==> src/rtl/uart_pkg.sv <==
// Shared types and constants for the UART receive path.
//
// Contents:
//   OVERSAMPLE       baud ticks per bit (16)
//   MidIdx / EndIdx  tick-counter values for mid start bit and bit end
//   uart_parity_t    parity mode as it appears on the Parity input
//   uart_rx_state_t  receiver FSM states
//   parity_enabled() true for the modes that carry a parity bit on the line

package uart_pkg;

  localparam int unsigned OVERSAMPLE = 16;

  // Mid start bit is sampled at tick 7; later bits are sampled a full bit
  // (16 ticks) after that point, i.e. when the counter reaches 15.
  localparam logic [3:0] MidIdx = 4'(OVERSAMPLE / 2 - 1);
  localparam logic [3:0] EndIdx = 4'(OVERSAMPLE - 1);

  typedef enum logic [1:0] {
    NONE = 2'b00,
    EVEN = 2'b01,
    ODD  = 2'b10,
    RSVD = 2'b11
  } uart_parity_t;

  typedef enum logic [2:0] {
    StIdle,
    StStart,
    StData,
    StParity,
    StStop,
    StBreak
  } uart_rx_state_t;

  // RSVD behaves like NONE: no parity bit is expected on the line.
  function automatic logic parity_enabled(input uart_parity_t mode);
    return (mode == EVEN) || (mode == ODD);
  endfunction

endpackage

==> src/rtl/uart_sync2.sv <==
// Two-flop synchronizer for a single asynchronous input.
//
// Both stages reset to ResetVal so the output matches the idle level of the
// line being synchronized (1 for UART rxd/CTS). Output lags input by 2 Clk.
//
// Ports:
//   Clk  in   system clock
//   Rst  in   synchronous, active-high reset
//   d    in   asynchronous input
//   q    out  synchronized output

module uart_sync2 #(
  parameter logic ResetVal = 1'b1
) (
  input  logic Clk,
  input  logic Rst,
  input  logic d,
  output logic q
);

  logic meta_q;
  logic sync_q;

  always_ff @(posedge Clk) begin
    if (Rst) begin
      meta_q <= ResetVal;
      sync_q <= ResetVal;
    end else begin
      meta_q <= d;
      sync_q <= meta_q;
    end
  end

  assign q = sync_q;

endmodule

==> src/rtl/uart_rx.sv <==
// 16x-oversampling UART receiver with valid/ready output.
//
// Consumes baud_tick pulses (16 per bit) from the baud generator, validates
// the start bit at its midpoint, samples data/parity/stop bits at their
// midpoints and delivers each good word on m_tdata/m_tvalid. Framing,
// parity and overrun problems are reported as single-cycle pulses.
//
// Ports:
//   Clk          in   system clock
//   Rst          in   synchronous, active-high reset
//   En           in   receiver enable; low aborts the frame in progress
//   baud_tick    in   one-cycle pulse at 16x the bit rate
//   rxd          in   asynchronous serial input, idle high
//   Parity       in   00 none, 01 even, 10 odd, 11 none; latched at start
//   m_tdata      out  received word
//   m_tvalid     out  m_tdata holds an unconsumed word
//   m_tready     in   consumer accepts the word
//   busy         out  FSM is not idle
//   frame_err    out  pulse: stop bit sampled low
//   parity_err   out  pulse: parity mismatch on a delivered frame
//   overrun_err  out  pulse: word completed while the output was still full
//
// DATA_W must lie in 5..8.

module uart_rx
  import uart_pkg::*;
#(
  parameter int unsigned DATA_W = 8
) (
  input  logic              Clk,
  input  logic              Rst,
  input  logic              En,
  input  logic              baud_tick,
  input  logic              rxd,
  input  logic [1:0]        Parity,
  output logic [DATA_W-1:0] m_tdata,
  output logic              m_tvalid,
  input  logic              m_tready,
  output logic              busy,
  output logic              frame_err,
  output logic              parity_err,
  output logic              overrun_err
);

  localparam logic [2:0] LastIdx = 3'(DATA_W - 1);

  logic rxs;

  uart_sync2 #(
    .ResetVal(1'b1)
  ) u_sync_rxd (
    .Clk(Clk),
    .Rst(Rst),
    .d  (rxd),
    .q  (rxs)
  );

  // ---------------------------------------------------------------------------
  // Receive FSM
  // ---------------------------------------------------------------------------
  uart_rx_state_t    state_q, state_d;
  logic [3:0]        cnt_q, cnt_d;
  logic [2:0]        bit_idx_q, bit_idx_d;
  logic [DATA_W-1:0] shift_q, shift_d;
  uart_parity_t      par_mode_q, par_mode_d;
  logic              par_err_q, par_err_d;
  logic              busy_q, busy_d;

  // Single-cycle request from the FSM to hand the shift register to the output.
  logic deliver;
  logic frame_err_d;
  logic parity_err_d;

  always_comb begin
    state_d      = state_q;
    cnt_d        = cnt_q;
    bit_idx_d    = bit_idx_q;
    shift_d      = shift_q;
    par_mode_d   = par_mode_q;
    par_err_d    = par_err_q;
    deliver      = 1'b0;
    frame_err_d  = 1'b0;
    parity_err_d = 1'b0;

    if (!En) begin
      state_d   = StIdle;
      cnt_d     = '0;
      bit_idx_d = '0;
      par_err_d = 1'b0;
    end else if (baud_tick) begin
      unique case (state_q)
        StIdle: begin
          if (!rxs) begin
            state_d    = StStart;
            cnt_d      = 4'd1;
            par_mode_d = uart_parity_t'(Parity);
            par_err_d  = 1'b0;
          end
        end

        StStart: begin
          if (cnt_q == MidIdx) begin
            cnt_d     = '0;
            bit_idx_d = '0;
            // A line that is high again at mid start bit was only a glitch.
            state_d   = rxs ? StIdle : StData;
          end else begin
            cnt_d = cnt_q + 4'd1;
          end
        end

        StData: begin
          cnt_d = cnt_q + 4'd1;
          if (cnt_q == EndIdx) begin
            // LSB arrives first, so shift in from the top.
            shift_d = {rxs, shift_q[DATA_W-1:1]};
            if (bit_idx_q == LastIdx) begin
              state_d = parity_enabled(par_mode_q) ? StParity : StStop;
            end else begin
              bit_idx_d = bit_idx_q + 3'd1;
            end
          end
        end

        StParity: begin
          cnt_d = cnt_q + 4'd1;
          if (cnt_q == EndIdx) begin
            // Even mode wants XOR(data, parity) = 0, odd mode wants 1.
            if (((^shift_q) ^ rxs) != (par_mode_q == ODD)) begin
              par_err_d = 1'b1;
            end
            state_d = StStop;
          end
        end

        StStop: begin
          cnt_d = cnt_q + 4'd1;
          if (cnt_q == EndIdx) begin
            cnt_d = '0;
            if (rxs) begin
              deliver      = 1'b1;
              parity_err_d = par_err_q;
              state_d      = StIdle;
            end else begin
              // Bad stop bit: the word is dropped and parity is moot.
              frame_err_d = 1'b1;
              state_d     = StBreak;
            end
          end
        end

        StBreak: begin
          cnt_d = '0;
          if (rxs) begin
            state_d = StIdle;
          end
        end

        default: begin
          state_d = StIdle;
          cnt_d   = '0;
        end
      endcase
    end

    busy_d = (state_d != StIdle);
  end

  always_ff @(posedge Clk) begin
    if (Rst) begin
      state_q    <= StIdle;
      cnt_q      <= '0;
      bit_idx_q  <= '0;
      shift_q    <= '0;
      par_mode_q <= NONE;
      par_err_q  <= 1'b0;
      busy_q     <= 1'b0;
    end else begin
      state_q    <= state_d;
      cnt_q      <= cnt_d;
      bit_idx_q  <= bit_idx_d;
      shift_q    <= shift_d;
      par_mode_q <= par_mode_d;
      par_err_q  <= par_err_d;
      busy_q     <= busy_d;
    end
  end

  // ---------------------------------------------------------------------------
  // Output holding register
  // ---------------------------------------------------------------------------
  logic [DATA_W-1:0] m_tdata_q, m_tdata_d;
  logic              m_tvalid_q, m_tvalid_d;
  logic              frame_err_q, parity_err_q;
  logic              overrun_err_q, overrun_err_d;

  always_comb begin
    m_tdata_d     = m_tdata_q;
    m_tvalid_d    = m_tvalid_q;
    overrun_err_d = 1'b0;

    if (deliver) begin
      // A word being accepted this cycle frees the slot for the new one.
      if (!m_tvalid_q || m_tready) begin
        m_tdata_d  = shift_q;
        m_tvalid_d = 1'b1;
      end else begin
        overrun_err_d = 1'b1;
      end
    end else if (m_tready) begin
      m_tvalid_d = 1'b0;
    end
  end

  always_ff @(posedge Clk) begin
    if (Rst) begin
      m_tdata_q     <= '0;
      m_tvalid_q    <= 1'b0;
      frame_err_q   <= 1'b0;
      parity_err_q  <= 1'b0;
      overrun_err_q <= 1'b0;
    end else begin
      m_tdata_q     <= m_tdata_d;
      m_tvalid_q    <= m_tvalid_d;
      frame_err_q   <= frame_err_d;
      parity_err_q  <= parity_err_d;
      overrun_err_q <= overrun_err_d;
    end
  end

  assign m_tdata     = m_tdata_q;
  assign m_tvalid    = m_tvalid_q;
  assign busy        = busy_q;
  assign frame_err   = frame_err_q;
  assign parity_err  = parity_err_q;
  assign overrun_err = overrun_err_q;

endmodule

==> config.mk <==
export PLATFORM = sky130hd
export DESIGN_NAME = uart_rx
export DESIGN_NICKNAME = d
export VERILOG_FILES = /design/src/rtl/uart_pkg.sv /design/src/rtl/uart_sync2.sv /design/src/rtl/uart_rx.sv
export SDC_FILE = /design/constraint.sdc
export NUM_CORES = 1
export LEC_CHECK = 0
export CAP_MARGIN = 20
export CORE_MARGIN = 5
export CORE_UTILIZATION = 57
export CTS_BUF_LIST = sky130_fd_sc_hd__clkbuf_4 sky130_fd_sc_hd__clkbuf_8
export DETAILED_ROUTE_END_ITERATION = 10
export PLACE_DENSITY_LB_ADDON = 0.2
export RECOVER_POWER = 100
export SLEW_MARGIN = 20
export SYNTH_ARGS = -nofsm -noshare
export SYNTH_HDL_FRONTEND = slang
export SYNTH_HIERARCHICAL = 1
export SYNTH_SLANG_ARGS = --single-unit
==> constraint.sdc <==
create_clock -name Clk -period 2.4 [get_ports Clk]
set_input_delay 0.24 -clock Clk [delete_from_list [all_inputs] [get_ports Clk]]
set_output_delay 0.24 -clock Clk [all_outputs]
set_load 0.05 [all_outputs]
## Word level (Yosys, flattened, before mapping)

Cells that the tools add are included.

- Add/sub/neg operators: 2
- $mul: 0
- Divide/modulo/power cells: 0
- Magnitude comparators: 0
- Equal/unequal tests: 18
- Shift-type cells: 0
- Multiplexer cells: 35
- Bitwise logic cells: 7
- Reductions and logical operators: 20

Operators by type and width:

| kind | number |
|---|---|
| 3-bit two-way mux | 14 |
| 3-bit one-hot mux with 6 select lines | 1 |
| 4-bit one-hot mux with 4 select lines | 1 |
| 1-bit two-way mux | 13 |
| 4-bit two-way mux | 3 |
| 2-bit != test, second input constant | 6 |
| 4-bit AND reduction | 3 |
| 3-bit == test, second input constant | 3 |
| 8-bit XOR reduction | 1 |
| 3-bit by 2-bit == test with 1-bit output, second input constant | 2 |
| 1-bit inverter | 6 |
| 3-bit one-hot mux with 2 select lines | 1 |
| 2-bit AND reduction | 3 |
| 2-bit nonzero test | 3 |
| 2-bit OR reduction | 3 |
| 5-bit AND reduction | 1 |
| 5-bit OR reduction | 1 |
| 4-bit by 1-bit adder with 4-bit output, second input constant | 1 |
| 4-bit by 3-bit == test with 1-bit output, second input constant | 1 |
| 4-bit == test, second input constant | 1 |
| 3-bit by 1-bit adder with 3-bit output, second input constant | 1 |
| 3-bit by 1-bit == test with 1-bit output, second input constant | 1 |
| 3-bit logical NOT | 1 |
| 3-bit nonzero test | 1 |
| 9 further kinds | 10 |

- Register bits after elaboration: 36
- Latch bits: 0
- Bits in writable memories: 0
- ROM bits: 0
- Input bits: 8
- Output and inout port bits: 13
- Word-level logic and storage cells: 96
- Memories kept: 0

## Longest topological paths before layout

Gate-level depths: netlist of the first run.

- Depth in word-level cells: 9
- Depth in mapped cells: 7

## By module

The synthesis of the first run kept the hierarchy.

By module, submodules not included:

| module | instances | cells each | area an instance (µm²) | sequential area each (µm²) |
|---|---|---|---|---|
| uart_rx | 1 | 182 | 1676.6 | 680.7 |
| uart_sync2 | 1 | 4 | 52.6 | 40.0 |

## Worst setup path after synthesis of the first run

No wires, ideal clock.

- Path kind: flip-flop to flip-flop
- Start point: register cnt_q[0]
- End point: register busy_q, in the netlist busy
- Setup time: 0.127 ns
- Arrival time: 1.657 ns
- Path slack: 0.615 ns
- Stages on the path, launching flop included: 7
- Buffers on the path: 0
- Clock period less this slack: 1.785 ns
- Cells stage by stage: dfxtp_1 > ha_1 > and3_4 > mux2i_1 > o21ai_1 > a32o_1 > or3b_1

- Word-level cells in the longest chain between the ends: 6
- Elaborated cells between the ends (all ways): 10
- Classes of those cells: eq/ne: 2; mux: 7; reduce/logical: 1

Ends and longest elaborated chain:

| element | line | source |
|---|---|---|
| from (decl) | uart_rx.sv:62 | `logic [3:0] cnt_q, cnt_d;` |
| from (signal assigned) | uart_rx.sv:180 | `cnt_q <= cnt_d;` |
| 4-bit == test / 4-bit by 3-bit == test with 1-bit output (equally long branches) | -- |  |
| 3-bit two-way mux, on equally long branches | -- |  |
| 3-bit one-hot mux with 6 select lines * | uart_rx.sv:91 | `unique case (state_q)` |
| 3-bit two-way mux * | uart_rx.sv:90 | `end else if (baud_tick) begin` |
| 3-bit two-way mux * | uart_rx.sv:85 | `if (!En) begin` |
| 3-bit nonzero test * | uart_rx.sv:166 | `busy_d = (state_d != StIdle);` |
| to (signal assigned) | uart_rx.sv:185 | `busy_q <= busy_d;` |
| to (decl) | uart_rx.sv:67 | `logic busy_q, busy_d;` |

Mark *: on every way between the ends. The rest lies on a longest branch, timed or not.
A chain may end at the register's enable or synchronous reset.

## Final worst setup path of the first run

- Start point: register cnt_q[0]
- End point: register m_tdata_q[5], in the netlist m_tdata[5]

- Word-level cells in the longest chain between the ends: 6

Ends and longest elaborated chain:

| element | line | source |
|---|---|---|
| 4-bit == test | uart_rx.sv:138 | `if (cnt_q == EndIdx) begin` |
| 1-bit two-way mux | uart_rx.sv:138 |  |
| 1-bit two-way mux | uart_rx.sv:91 |  |
| 1-bit two-way mux | uart_rx.sv:90 |  |
| 1-bit two-way mux | uart_rx.sv:85 |  |
| 2-bit AND reduction (no line) | -- |  |
| to (signal assigned) | uart_rx.sv:223 | `m_tdata_q <= m_tdata_d;` |
| to (decl) | uart_rx.sv:192 | `logic [DATA_W-1:0] m_tdata_q, m_tdata_d;` |

No other way between the ends.

==> reports/metrics.csv, run 1 <==
metric,value,unit
status,"finished, final reports clean",
H-tree depth,2,
main combinational cell family by area after synthesis,simple AND/OR/NAND/NOR gates,
Post-Synth Adder-Cell Area,0.0289,
Synth async-reset ratio,0,
slew margin rel.,0.439,
setup_tns,0,ns
hold_sp,u_sync_rxd/meta_q,
initial antenna violation count,0,
core area,0.00298,mm2
CTS tree,yes,
Seq. cell area,721,um2
GRT Util Overall,0.177,
# IOs,21,
PwrDens,505,mW/mm2
post-CTS setup buffers,0,
Critical Path Sink Type,flip-flop,
Area contributors post-synth,"dfxtp_1 42%, mux2i_1 10%, nor2_1 5.6%",
hold depth,1,
post-synth top area share,0.417,
clock-pin transition on the worst setup and hold timing paths,0.11,ns
Synth Area in Compound Gates,0.109,
Critical Path Source Type,flip-flop,
clk_skew,0.00861,ns
critical path data arrival time,2.33,ns
final hold vios,0,
hold path endpoint,u_sync_rxd/q,
first-pass GRT wire length,5870,um
Crit Path Max Fanout,8,
Sinks on Clock Net,36,
Mean Syn Cell Area,9.30,um2
CTS resizes,0,
"Top FF cell, synth",dfxtp_1,
Max Cap Viol,0,
max incr delay on CP,0.48,ns
DR vias,1367,
Die Footprint,0.00424,mm2
vias in the first global route,1339,
Ant. Diodes,0,
Hold Path Class,reg -> reg,
Worst-Margin Slew,0.842,ns
final hold slack,0.425,ns
mux cell area share after synthesis,0.104,
hold-fix buffers at CTS,0,
worst reg2reg setup slack,0.27,ns
register bit total from synthesis,36,
Die H,65.1,um
Final #Nets,217,
fraction of the mapped netlist area in simple logic gates,0.243,
sequential area share after synthesis,0.417,
drt pass-1 iters,4,
Commonest cells post-synth,"36 x dfxtp_1, 26 x nor2_1, 18 x mux2i_1",
M2 GR Usage,0.322,
"EDFF count, synth",0,
RSZ-0062 raised after global routing,no,
hpwl dp,2390,um
Leakage,0.000756,uW
r2r startpoint,cnt_q[0],
ratio of cells with drive above 1 in the final layout,0.0631,
worst-path cell chain,"ha_1, and3_1, nand3_4, nor3_4, mux2i_1, nor2_1",
routed length per instance,13.7,um
"area leader, netlist",dfxtp_1,
final worst-path cycle share,0.886,
Starting Density,0.581,
Syn Inst Count,186,
Critical Path Source,cnt_q[0],
Fill cells,241,
Post-DRT Antenna Nets,0,
pin count of the biggest net entering global routing,22,
1st-iter DRT viols,94,
max frequency,470,MHz
Final Max Tran Viols,0,
Synth Area in XOR/XNOR,0.0507,
Congestion Overflow GR,0,
via/cell ratio,5.72,
most used routing layer,met2,
Yosys Warn Count,6,
M1 GR Usage,0.193,
CTS Buf Count,5,
Yosys cell types,46,
row cnt,20,
area of the multi-input gates,921,um2
FF-to-FF path depth,6,
kind of critical path,reg -> reg,
# DRC,0,
Worst VDD drop,0.000394,V
Placer Congestion,0.973,
drt total wl,3270,um
slowest CP cell,nor3_4,
Bufs on Longest Clock Path,2,
Clock Latency Late Sink,0.33,ns
R2R Path End,m_tdata[5],
Area Overhead vs Synth,13.6,%
mapped cell area,0.00173,mm2
Die Wd,65.1,um
port bufs,20,
final setup fails,0,
root buffer cell,clkbuf_4,
grt met3 use,0.0537,
Mapped Nets,198,
most common cell in the synthesized netlist,dfxtp_1,
min Tclk post-route,2.13,ns
WP data required,2.60,ns
==> metal layers <==
metal / share of wire / wire (um)
met1: 0.44 / 1440
met2: 0.50 / 1630
met3: 0.048 / 157
met4: 0.011 / 36
met5: 0 / 0
==> how the worst max path moves through the flow <==
stage | end | slack, ns | depth (start not counted)
6_report | m_tdata[5] | 0.27 | 6
5_1_grt | m_tdata[5] | 0.15 | 6
4_1_cts | m_tdata[5] | 0.42 | 6
3_5_place_dp | shift_q[6] | 0.32 | 6
3_3_place_gp | shift_q[6] | 0.39 | 6
2_1_floorplan | busy | 0.62 | 6
==> cell type report <==
cell class,count,share of cell area
Multi-Input combinational cell,138,0.469
Sequential cell,36,0.367
Timing Repair Buffer,21,0.104
Clock buffer,7,0.0299
Tap cell,33,0.0210
Inverter,3,0.00573
Clock inverter,1,0.00382
==> cell families after synthesis <==
logic type,count (synthesis)
and+or+nand+nor,77
DFF,36
AOI/OAI and AO/OA,29
muxes,18
buffers and inverters,12
xor gates and xnor gates,10
adders and majority gates,4
==> registers in the layout, indices dropped and copies added (netlist names), 2 cells and up <==
| name | flops |
|---|---|
| par_mode_q | 2 |
| state_q | 3 |
| m_tdata | 8 |
| bit_idx_q | 3 |
| cnt_q | 4 |
| shift_q | 8 |
==> worst max-delay path: cells and delay by family, from the launching register on <==
family | cells | cell delay [ns]
adders and majority gates | 1 | 0.33
DFF | 1 | 0.39
muxes | 1 | 0.27
and+or+nand+nor | 4 | 1.02
==> layout by cell type, fill, tap and decap left out, types with 6 or more instances in the layout <==
cell type,synthesis,final
a21oi_1,6,6
dlygate4sd3_1,0,14
nand2b_1,9,9
o21ai_0,7,9
nor2_1,26,26
xnor2_1,9,9
clkbuf_4,0,6
nand3_1,7,7
dfxtp_1,36,36
nand2_1,10,10
clkdlybuf4s50_1,0,6
mux2i_1,18,18
==> through the flow <==
step,util,cell area (um2),cells,total power [uW],setup WS [ns]
6_report,0.660,1960,239,993,0.274
2_1_floorplan,-,1730,186,645,0.615
4_1_cts,0.663,1970,239,1010,0.421
3_5_place_dp,0.640,1910,231,662,0.318
5_1_grt,0.660,1960,239,1050,0.151
3_3_place_gp,0.640,1910,231,661,0.386
==> power by group <==
part	leakage, uW	total, uW	switching, uW	internal, uW
clock network	0.0000349	346	191	155
registers	0.000290	603	3.13	600
logic	0.000431	44.2	25.0	19.2
total	0.000756	993	219	774
Power figures use the tool's default switching activity.
==> inputs of run 2 (changes only) <==
--- a/config.mk
+++ b/config.mk
@@ -6,11 +6,12 @@
 export NUM_CORES = 1
 export LEC_CHECK = 0
 export CAP_MARGIN = 20
+export CORE_ASPECT_RATIO = 1.4
 export CORE_MARGIN = 5
 export CORE_UTILIZATION = 57
 export CTS_BUF_LIST = sky130_fd_sc_hd__clkbuf_4 sky130_fd_sc_hd__clkbuf_8
 export DETAILED_ROUTE_END_ITERATION = 10
-export PLACE_DENSITY_LB_ADDON = 0.2
+export PLACE_DENSITY = 0.81
 export RECOVER_POWER = 100
 export SLEW_MARGIN = 20
 export SYNTH_ARGS = -nofsm -noshare
==> reports/metrics.csv, run 2 (synthesized netlist as in run 1, its figures left out) <==
metric,value,unit
Critical Path Sink Type,flip-flop,
1st-iter DRT viols,29,
RSZ-0062 raised after global routing,no,
CTS resizes,0,
# DRC,0,
final hold vios,0,
ratio of cells with drive above 1 in the final layout,0.0725,
post-CTS setup buffers,0,
Bufs on Longest Clock Path,2,
drt pass-1 iters,4,
H-tree depth,2,
min Tclk post-route,2.06,ns
port bufs,20,
clk_skew,0.00324,ns
hold-fix buffers at CTS,0,
Buf/Inv on CP,0,
"commonest cells after routing, fill and taps aside","36 x dfxtp_1, 26 x nor2_1, 18 x mux2i_1",
"Core Util, Final",0.691,
max frequency,485,MHz
Worst VDD drop,0.000465,V
kind of critical path,reg -> reg,
final std cells w/o fill,244,
initial antenna violation count,0,
final worst-path cycle share,0.859,
CP top delay family,simple AND/OR/NAND/NOR gates,
Placer Congestion,0.911,
WP data required,2.55,ns
Critical Path Source Type,flip-flop,
setup_tns,0,ns
DR vias,1380,
routed length per instance,15.0,um
via/cell ratio,5.66,
Area Overhead vs Synth,16.1,%
GRT Util Overall,0.197,
Ant. Diodes,0,
PwrDens,541,mW/mm2
Sinks on Clock Net,36,
Final Max Tran Viols,0,
Max Cap Viol,0,
Die H,75.2,um
slew margin rel.,0.531,
clock-pin transition on the worst setup and hold timing paths,0.07,ns
Starting Density,0.595,
drt total wl,3650,um
max incr delay on CP,0.49,ns
final setup fails,0,
"commonest non-fill, non-tap cell in the layout",dfxtp_1,
hpwl dp,2740,um
CTS tree,yes,
Post-DRT Antenna Nets,0,
vias in the first global route,1483,
Crit Path Max Fanout,8,
pin count of the biggest net entering global routing,19,
# IOs,21,
row cnt,23,
Worst-Margin Slew,0.704,ns
slowest CP cell,nor3_4,
Final #Nets,218,
Die Wd,56.6,um
Leakage,0.000775,uW
status,"finished, final reports clean",
worst-path cell chain,"ha_1, and3_4, nand3_4, nor3_4, mux2i_1, nor2_1",
root buffer cell,clkbuf_8,
first-pass GRT wire length,6440,um
Clock Latency Late Sink,0.29,ns
Hold Path Class,reg -> reg,
CTS Buf Count,5,
Fill cells,229,
Congestion Overflow GR,0,
core area,0.00291,mm2
critical path data arrival time,2.21,ns
Die Footprint,0.00425,mm2
Inst Count DP,236,
[run 2: cell type report]
cell class	instances	area [um2]	share of cell area
multi-input combinational	138	926	0.461
sequential	36	721	0.359
timing repair buffer	22	211	0.105
clock buffer	6	82.6	0.0411
tap	37	46.3	0.0231
inverter	3	11.3	0.00561
clock inverter	2	10.0	0.00498
[run 2: per-layer routing]
layer | share of wire | global-route usage | up-vias | wire length (um)
met4 | 0.022 | 0.111 | 0 | 80
met1 | 0.38 | 0.181 | 660 | 1380
met5 | 0 | 0 | - | 0
met3 | 0.028 | 0.0532 | 7 | 102
li1 | - | - | 688 | -
met2 | 0.57 | 0.387 | 25 | 2080
[run 2: worst reg2reg max path, stage by stage, from the launching register on]
cell,delay (ns)
dfxtp_1,0.40
ha_1,0.33
and3_4,0.28
nand3_4,0.10
nor3_4,0.49
mux2i_1,0.27
nor2_1,0.06
[run 2: metrics by stage]
| step | hold slack, ns | setup slack [ns] | cell area [um2] | total power [uW] |
|---|---|---|---|---|
| 2_1_floorplan | 0.337 | 0.615 | 1730 | 645 |
| 3_3_place_gp | 0.394 | 0.400 | 1920 | 662 |
| 3_5_place_dp | 0.395 | 0.311 | 1920 | 663 |
| 4_1_cts | 0.412 | 0.356 | 2010 | 1100 |
| 5_1_grt | 0.426 | 0.174 | 2010 | 1130 |
| 6_report | 0.408 | 0.338 | 2010 | 1090 |
[run 2: worst paths after layout]
check            endpoint  slack (ns)         startpoint  cells past startpoint
max            m_tdata[5]        0.34           cnt_q[0]                      6
min          u_sync_rxd/q        0.41  u_sync_rxd/meta_q                      1
max reg2reg    m_tdata[5]        0.34           cnt_q[0]                      6
min reg2reg  u_sync_rxd/q        0.41  u_sync_rxd/meta_q                      1
[run 2: report_power, final]
group	leakage, uW	switching (uW)	internal, uW
sequential	0.000290	3.21	600
combinational	0.000433	25.4	19.9
clock	0.0000510	209	229
==> inputs of run 3 (changes only) <==
--- a/config.mk
+++ b/config.mk
@@ -11,6 +11,7 @@
 export CORE_UTILIZATION = 57
 export CTS_BUF_LIST = sky130_fd_sc_hd__clkbuf_4 sky130_fd_sc_hd__clkbuf_8
 export DETAILED_ROUTE_END_ITERATION = 10
+export HOLD_SLACK_MARGIN = 0.05
 export PLACE_DENSITY = 0.81
 export RECOVER_POWER = 100
 export SLEW_MARGIN = 20
==> constraint.sdc (replaced) <==
create_clock -name Clk -period 2.4 [get_ports Clk]
set_input_delay 0.48 -clock Clk [delete_from_list [all_inputs] [get_ports Clk]]
set_output_delay 0.48 -clock Clk [all_outputs]
set_load 0.05 [all_outputs]
==> reports/metrics.csv, run 3 (synthesized netlist as in run 1, its figures left out) <==
metric,value,unit
status,"finished, final reports clean",
area of the multi-input gates,908,um2
Worst-Margin Slew,0.796,ns
Switch Pwr,227,uW
clock-pin transition on the worst setup and hold timing paths,0.06,ns
Crit Path Max Fanout,10,
hold-fix buffers at CTS,0,
sw frac,0.215,
CTS tree,yes,
clk_skew,0.00428,ns
final hold slack,0.412,ns
pin count of the biggest net entering global routing,22,
critical path data arrival time,2.24,ns
DR vias,1371,
final setup fails,0,
core area,0.00291,mm2
Final Max Tran Viols,0,
Max Cap Viol,0,
Critical Path Source Type,input pin,
Placer Congestion,0.878,
port bufs,20,
"commonest cells after routing, fill and taps aside","36 x dfxtp_1, 26 x nor2_1, 18 x mux2i_1",
WP data required,2.54,ns
row cnt,23,
slew margin rel.,0.470,
Clock Power Share,0.385,
max frequency,476,MHz
hpwl dp,2680,um
Die H,75.2,um
kind of critical path,in -> reg,
internal power,829,uW
1st-iter DRT viols,32,
Ant. Diodes,0,
Seq. cell area,721,um2
"commonest non-fill, non-tap cell in the layout",dfxtp_1,
final worst-path cycle share,0.875,
"Core Util, Final",0.689,
Clock Latency Late Sink,0.29,ns
final hold vios,0,
Post-DP Area,0.00195,mm2
vias in the first global route,1366,
Bufs on Longest Clock Path,2,
Critical Path Sink Type,flip-flop,
Final #Nets,222,
# DRC,0,
Sinks on Clock Net,36,
Post-DRT Antenna Nets,0,
Leakage,0.000783,uW
RSZ-0062 raised after global routing,no,
Area Overhead vs Synth,15.8,%
Die Wd,56.6,um
routed length per instance,14.4,um
PwrDens,528,mW/mm2
# IOs,21,
design area,0.00200,mm2
Seq pwr share,0.571,
H-tree depth,2,
first-pass GRT wire length,5920,um
min Tclk post-route,2.10,ns
Starting Density,0.595,
CTS Buf Count,5,
Comb pwr share,0.044,
drt pass-1 iters,4,
ratio of cells with drive above 1 in the final layout,0.0667,
Worst VDD drop,0.000400,V
Die Footprint,0.00425,mm2
setup_tns,0,ns
via/cell ratio,5.55,
Congestion Overflow GR,0,
initial antenna violation count,0,
root buffer cell,clkbuf_8,
GRT Util Overall,0.181,
CTS resizes,0,
Hold Path Class,reg -> reg,
post-CTS setup buffers,0,
Fill cells,248,
drt total wl,3570,um
## run 3: worst paths after layout
path / start / slack [ns] / end / depth (start not counted)
worst max-delay path: baud_tick / 0.30 / m_tdata[2] / 7
worst min-delay path: u_sync_rxd/meta_q / 0.41 / u_sync_rxd/q / 1
worst max register to register: cnt_q[0] / 0.37 / m_tdata[2] / 7
worst min register to register: u_sync_rxd/meta_q / 0.41 / u_sync_rxd/q / 1
## run 3: layout make-up
cell class | instances | area share
clock inverter | 1 | 0.00250
timing repair buffer | 26 | 0.117
clock buffer | 6 | 0.0381
tap | 37 | 0.0231
inverter | 3 | 0.00563
multi-input combinational | 138 | 0.454
sequential | 36 | 0.360
## run 3: critical path, cell delays in order
cell,delay [ns]
dlygate4sd3_1,0.73
buf_4,0.18
nand3_1,0.14
nor3_4,0.20
buf_4,0.22
mux2i_1,0.24
nor2_1,0.06
## run 3: per-stage QoR
step	worst slack, ns	std cells	power [uW]
after floorplan	0.615	186	645
after global placement	0.250	240	665
after detailed placement	0.187	240	666
after CTS	0.429	247	1080
after global routing	0.157	247	1100
final	0.300	247	1060
## run 3: power groups by stage
stage	sequential, uW	combinational (uW)	clock (uW)
after floorplan	615	30.0	0
after global placement	616	48.1	0
after detailed placement	617	49.3	0
after CTS	603	49.8	424
after global routing	603	50.9	448
final	603	46.6	406
## run 3: routing by layer
layer | wire length, um | track usage
met4 | 72 | 0.0950
met3 | 115 | 0.0497
met2 | 1980 | 0.351
met1 | 1400 | 0.172
met5 | 0 | 0
